===== src/rtl/conv_out_writeback.sv =====
// conv_out_writeback: accumulates one output pixel's products between
// accum_sload pulses, then adds bias, rescales, optionally clamps negatives
// (CONV_RELU_EN), saturates, and writes the word to sequential addresses.
// Define CONV_RELU_EN to compile in the ReLU stage.
module conv_out_writeback #(
  parameter int DATA_WIDTH     = 16,
  parameter int FRAC_BITS      = 8,
  parameter int ACC_WIDTH      = 40,
  parameter int OUT_ADDR_WIDTH = 10,
  parameter int OUT_ADDR_BASE  = 0,
  parameter int NUM_OUT_PIXELS = 100
) (
  input  logic                      clock,
  input  logic                      reset,
  input  logic                      enable,
  input  logic                      product_valid,
  input  logic                      accum_sload,
  input  logic [2*DATA_WIDTH-1:0]   product,
  input  logic [DATA_WIDTH-1:0]     bias,
  output logic [DATA_WIDTH-1:0]     out_data,
  output logic [OUT_ADDR_WIDTH-1:0] out_addr,
  output logic                      out_wren,
  output logic [OUT_ADDR_WIDTH-1:0] pixel_count,
  output logic                      out_done
);

  localparam int CNT_W = $clog2(NUM_OUT_PIXELS + 1);
  localparam logic signed [ACC_WIDTH-1:0] SAT_MAX = (ACC_WIDTH'(1) <<< (DATA_WIDTH - 1)) - ACC_WIDTH'(1);
  localparam logic signed [ACC_WIDTH-1:0] SAT_MIN = -(ACC_WIDTH'(1) <<< (DATA_WIDTH - 1));

  typedef enum logic [1:0] {S_IDLE, S_ACCUM, S_DONE} state_t;

  state_t                        state_q, state_d;
  logic signed [ACC_WIDTH-1:0]   acc_q, acc_d;
  logic [CNT_W-1:0]              emit_cnt_q, emit_cnt_d;
  logic                          s1_vld_q, s1_vld_d;
  logic signed [ACC_WIDTH-1:0]   s1_sum_q, s1_sum_d;
  logic [DATA_WIDTH-1:0]         out_data_q, out_data_d;
  logic                          out_wren_q, out_wren_d;
  logic [OUT_ADDR_WIDTH-1:0]     pixel_count_q, pixel_count_d;
  logic                          out_done_q, out_done_d;

  logic                          qual;
  logic signed [ACC_WIDTH-1:0]   prod_ext, bias_ext, scaled, clipped;

  assign qual     = enable & product_valid;
  assign prod_ext = ACC_WIDTH'($signed(product));
  assign bias_ext = ACC_WIDTH'($signed(bias)) <<< FRAC_BITS;

  // State register plus all datapath flops; reset discards any in-flight emit
  always_ff @(posedge clock or posedge reset) begin
    if (reset) begin
      state_q       <= S_IDLE;
      acc_q         <= '0;
      emit_cnt_q    <= '0;
      s1_vld_q      <= 1'b0;
      s1_sum_q      <= '0;
      out_data_q    <= '0;
      out_wren_q    <= 1'b0;
      pixel_count_q <= '0;
      out_done_q    <= 1'b0;
    end else begin
      state_q       <= state_d;
      acc_q         <= acc_d;
      emit_cnt_q    <= emit_cnt_d;
      s1_vld_q      <= s1_vld_d;
      s1_sum_q      <= s1_sum_d;
      out_data_q    <= out_data_d;
      out_wren_q    <= out_wren_d;
      pixel_count_q <= pixel_count_d;
      out_done_q    <= out_done_d;
    end
  end

  // Next state: first sload opens a pixel, last emission closes the frame
  always_comb begin
    state_d = state_q;
    case (state_q)
      S_IDLE:  if (qual && accum_sload) state_d = S_ACCUM;
      S_ACCUM: if (qual && accum_sload && emit_cnt_q == CNT_W'(NUM_OUT_PIXELS - 1)) state_d = S_DONE;
      default: state_d = S_DONE;
    endcase
  end

  // FSM outputs: accumulate, and on sload hand the finished sum to stage 1
  always_comb begin
    acc_d      = acc_q;
    emit_cnt_d = emit_cnt_q;
    s1_vld_d   = 1'b0;
    s1_sum_d   = s1_sum_q;
    case (state_q)
      S_IDLE: if (qual && accum_sload) acc_d = prod_ext;
      S_ACCUM: begin
        if (qual) begin
          if (accum_sload) begin
            s1_vld_d   = 1'b1;
            s1_sum_d   = acc_q + bias_ext;
            acc_d      = prod_ext;
            emit_cnt_d = emit_cnt_q + CNT_W'(1);
          end else begin
            acc_d = acc_q + prod_ext;
          end
        end
      end
      default: ;
    endcase
  end

  // Stage 2: rescale (floor), optional ReLU, saturate; drains regardless of enable
  always_comb begin
    scaled = s1_sum_q >>> FRAC_BITS;
`ifdef CONV_RELU_EN
    if (scaled < 0) scaled = '0;
`else
`endif
    if (scaled > SAT_MAX)      clipped = SAT_MAX;
    else if (scaled < SAT_MIN) clipped = SAT_MIN;
    else                       clipped = scaled;
    out_data_d    = s1_vld_q ? clipped[DATA_WIDTH-1:0] : out_data_q;
    out_wren_d    = s1_vld_q;
    pixel_count_d = pixel_count_q + OUT_ADDR_WIDTH'(out_wren_q);
    out_done_d    = out_done_q |
                    (out_wren_q && pixel_count_q == OUT_ADDR_WIDTH'(NUM_OUT_PIXELS - 1));
  end

  assign out_data    = out_data_q;
  assign out_wren    = out_wren_q;
  assign out_addr    = OUT_ADDR_WIDTH'(OUT_ADDR_BASE) + pixel_count_q;
  assign pixel_count = pixel_count_q;
  assign out_done    = out_done_q;

endmodule

===== config.mk =====
export PLATFORM = sky130hd
export DESIGN_NAME = conv_out_writeback
export DESIGN_NICKNAME = d
export VERILOG_FILES = /design/src/rtl/conv_out_writeback.sv
export SDC_FILE = /design/constraint.sdc
export NUM_CORES = 1
export LEC_CHECK = 0
export CAP_MARGIN = 20
export CORE_UTILIZATION = 30
export DETAILED_ROUTE_END_ITERATION = 7
export GPL_TIMING_DRIVEN = 0
export SLEW_MARGIN = 20
export SYNTH_ARGS = -nofsm -noshare
export SYNTH_HDL_FRONTEND = slang
export SYNTH_SLANG_ARGS = --single-unit

===== constraint.sdc =====
create_clock -name clock -period 4.9 [get_ports clock]
set_clock_uncertainty 0.1 [all_clocks]
set_input_delay 1.47 -clock clock [delete_from_list [all_inputs] [get_ports clock]]
set_output_delay 1.47 -clock clock [all_outputs]
set_load 0.01 [all_outputs]

==> results.cfg, run 1 <==
[status]
status = finished, final reports clean

[final_layout]
mostFrequentLayoutCells = 115 x nand2_1, 110 x dfrtp_1, 90 x clkdlybuf4s50_1
nNetsFinal = 1201
final_common_cell = nand2_1
drive_gt1_frac = 0.0547
antenna_cells = 0
fillerInstances = 2737
syn_to_final_growth_pct = 20.0
final_area_sq_um = 9910

[power_and_ir_drop]
leakage_nw = 4.46
ir_drop_mv = 0.131
power_density_nw_per_um2 = 209

[worst_setup_path]
crit_buf_inv = 2
crit_path_max_fanout = 3
endpoint_kind = register
rr_startpoint = acc_q[8]
cpMaxStageDelayCell = clkdlybuf4s50_1
cp_slowest_stage_delay_ns = 0.50
cp-start-kind = primary input
crit_start = product[0]
cpMostUsedCell = a31oi_1
cp.arrival_ns = 4.54
r2r_cells = 13
required_ns = 5.03
path_class = in -> reg
crit_family = compound AO/OA/AOI/OAI gates
critical_path_depth = 14
worstPathCellList = clkdlybuf4s50_1 > ha_1 > inv_1 > fa_1 > nor2b_1 > o31a_1 > o31ai_1 > a31oi_1 > o211ai_1 > o211ai_2 > nand2_2 > a31oi_1 > xnor2_1 > o21ai_1

[drt]
dr.pass1.iters = 5
vias = 7321
totalWireLength_mm = 22.6
ant_nets = 0
top_layer = met4
via_per_inst = 5.16
wire_per_inst_microns = 15.9
met3_length_microns = 927
dr_wl_met2_mm = 10.6
drt_first_iter_violations = 517
drc_errors = 0
wl_met1_mm = 10.6

[sta]
finalHoldViolCount = 0
setup_viol_count_final = 0
tightestPinTransition_ns = 0.857
grt_setup_unrepaired = false
post-route-worst-setup-slack_ns = 0.493
slew_headroom = 0.424
layout_min_cycle_time_ns = 4.41
drv_slew = 0
fmax_ghz = 0.227
fin_crit_sh = 0.899

[place]
gp_congestion = 0.869
io_buffers = 90
dpl.hpwl_mm = 17.8
dpl_cell_area_sq_um = 9620
place_ws_ns = 0.155

[yosys]
synthesis.area_sq_um = 8260
yosysWarnings = 0
syn-num-nets = 1099
synthAdderAreaFrac = 0.115
synth.area.mux_share = 0.00636
netlist.area_leader.share = 0.333
yosys.area.top_type = dfrtp_1
ys_ff_latch = 110
synthFlopType = dfrtp_1
yosys.area_share.simple = 0.165
synth_xor_area_frac = 0.0732
yosys-top-cells-area = dfrtp_1 33%, ha_1 11%, a21oi_1 5.4%
postSynthAreaPerCell_sq_um = 8.50
netlist_instances = 971
synth_enable_flop_cells = 0
async_flop_share = 1.00
yosysUniqueCellTypes = 73
synth_compound_area_frac = 0.260
seq_area_frac_synth = 0.333
synth_top_family_by_area = compound AO/OA/AOI/OAI gates

[global_routing]
grt_antenna_before_repair = 0
grt_max_degree = 74
grt_pass1_wl_mm = 36.1
grt_pass1_vias = 6926
grt-ovfl-total = 0
globalRouteTotalUtil = 0.162

[clock_network]
cts_sinks = 110
clock-root-buffer = clkbuf_16
hold_buffers = 0
clk_path_buf_depth = 2
insertion_delay_ns = 0.36
h-tree-depth = 3
cts-buffers-inserted = 9
post_cts_resized = 0
postCtsSetupRepairBufs = 0
path_clk_slew_ns = 0.08
cts_tree = done

[floorplanning]
dieArea_sq_um = 28200
io_pins = 91
initial_utilization = 0.306
placementRows = 60
core_area_sq_um = 27000
die_h_microns = 168
die_w_microns = 168

[flow_run]
drv_cap = 0

[worst_hold_path]
min-delay-start = out_wren_d
hp-class = reg -> reg
hold_path_depth = 0
[where the power goes]
group / switching (mW) / internal, mW / total (mW) / leakage (nW)
clock: 0.376 / 0.360 / 0.736 / 0.139
sequential: 0.0144 / 0.919 / 0.933 / 1.51
combinational: 0.224 / 0.175 / 0.398 / 2.81
total: 0.614 / 1.45 / 2.07 / 4.46
[registers in the layout (all words and copies together) (netlist names)]
signal,count
s1_sum_q,32
acc_q,40
out_wren_d,1
out_done,1
out_wren,1
pixel_count,10
state_q,2
out_data,16
emit_cnt_q,7
[per-layer routing]
metal,up-vias,global-route usage
met3,23,0.0207
met2,179,0.270
li1,3693,-
met1,3426,0.216
met5,-,0
met4,0,0.0531
[worst register-to-register path: cells and delay by family, from the launching register on]
| family | cells | cell delay [ns] |
|---|---|---|
| compound gates | 8 | 1.86 |
| xor+xnor | 1 | 0.18 |
| simple gates | 1 | 0.07 |
| buf+inv | 1 | 0.07 |
| fa+ha+maj | 2 | 0.41 |
| flops | 1 | 0.42 |
[logic make-up (layout without fill, tap and decap cells)]
family | Yosys count | in the layout
AND/OR/NAND/NOR | 302 | 302
flip-flops | 110 | 110
adder cells (fa/ha/maj) | 75 | 75
AO/OA/AOI/OAI | 320 | 320
multiplexers | 5 | 5
buffers and inverters | 90 | 197
XOR/XNOR | 69 | 69
[area by class of cell]
type / count / area [sq um] / share of cell area
timing repair buffer: 91 / 928 / 0.0937
clock buffer: 10 / 229 / 0.0231
clock inverter: 6 / 61.3 / 0.00619
tap: 341 / 427 / 0.0431
inverter: 42 / 163 / 0.0164
multi-input combinational: 771 / 5120 / 0.517
buffer: 48 / 228 / 0.0230
sequential: 110 / 2750 / 0.278
[final timing paths]
path | slack, ns | endpoint
max in group asynchronous | 2.63 | out_data[15]
min in group asynchronous | 1.41 | acc_q[39]
worst max register to register | 1.64 | s1_sum_q[38]
worst max-delay path | 0.49 | acc_q[38]
worst min-delay path | 0.29 | out_wren
worst min register to register | 0.29 | out_wren
[synthesized netlist by cell type (all sizes together), types with 4 or more instances]
cell	instances
nand2	116
dfrtp	110
a21oi	93
nor2	83
o21ai	83
ha	73
xnor2	42
inv	41
a21o	33
clkbuf	33
xor2	27
nand3	24
a31oi	17
o22ai	16
buf	15
nor3	14
nand4	13
a211oi	10
nor2b	10
nor4	10
o211ai	10
o21a	10
nand2b	9
and3	7
o41ai	7
o21bai	6
o31ai	6
a221oi	4
a311oi	4
a41oi	4
or3	4
[stage by stage]
stage | TNS (ns) | util | power (mW) | instances | hold WS (ns)
6_report | 0 | 0.368 | 2.07 | 1419 | 0.292
5_1_grt | 0 | 0.368 | 2.16 | 1419 | 0.305
4_1_cts | 0 | 0.368 | 2.08 | 1419 | 0.291
3_5_place_dp | 0 | 0.357 | 1.35 | 1403 | 0.271
3_3_place_gp | -162.99 | 0.356 | 1.34 | 1402 | 0.263
2_1_floorplan | 0 | - | 1.22 | 971 | 0.252
No activity file was read; power rests on OpenSTA's default activity.
==> inputs of run 2 (changes only) <==
- SLEW_MARGIN: 20 -> unset
==> results of run 2 <==
No change in the layout: final DEF, timing and power equal those of run 1.
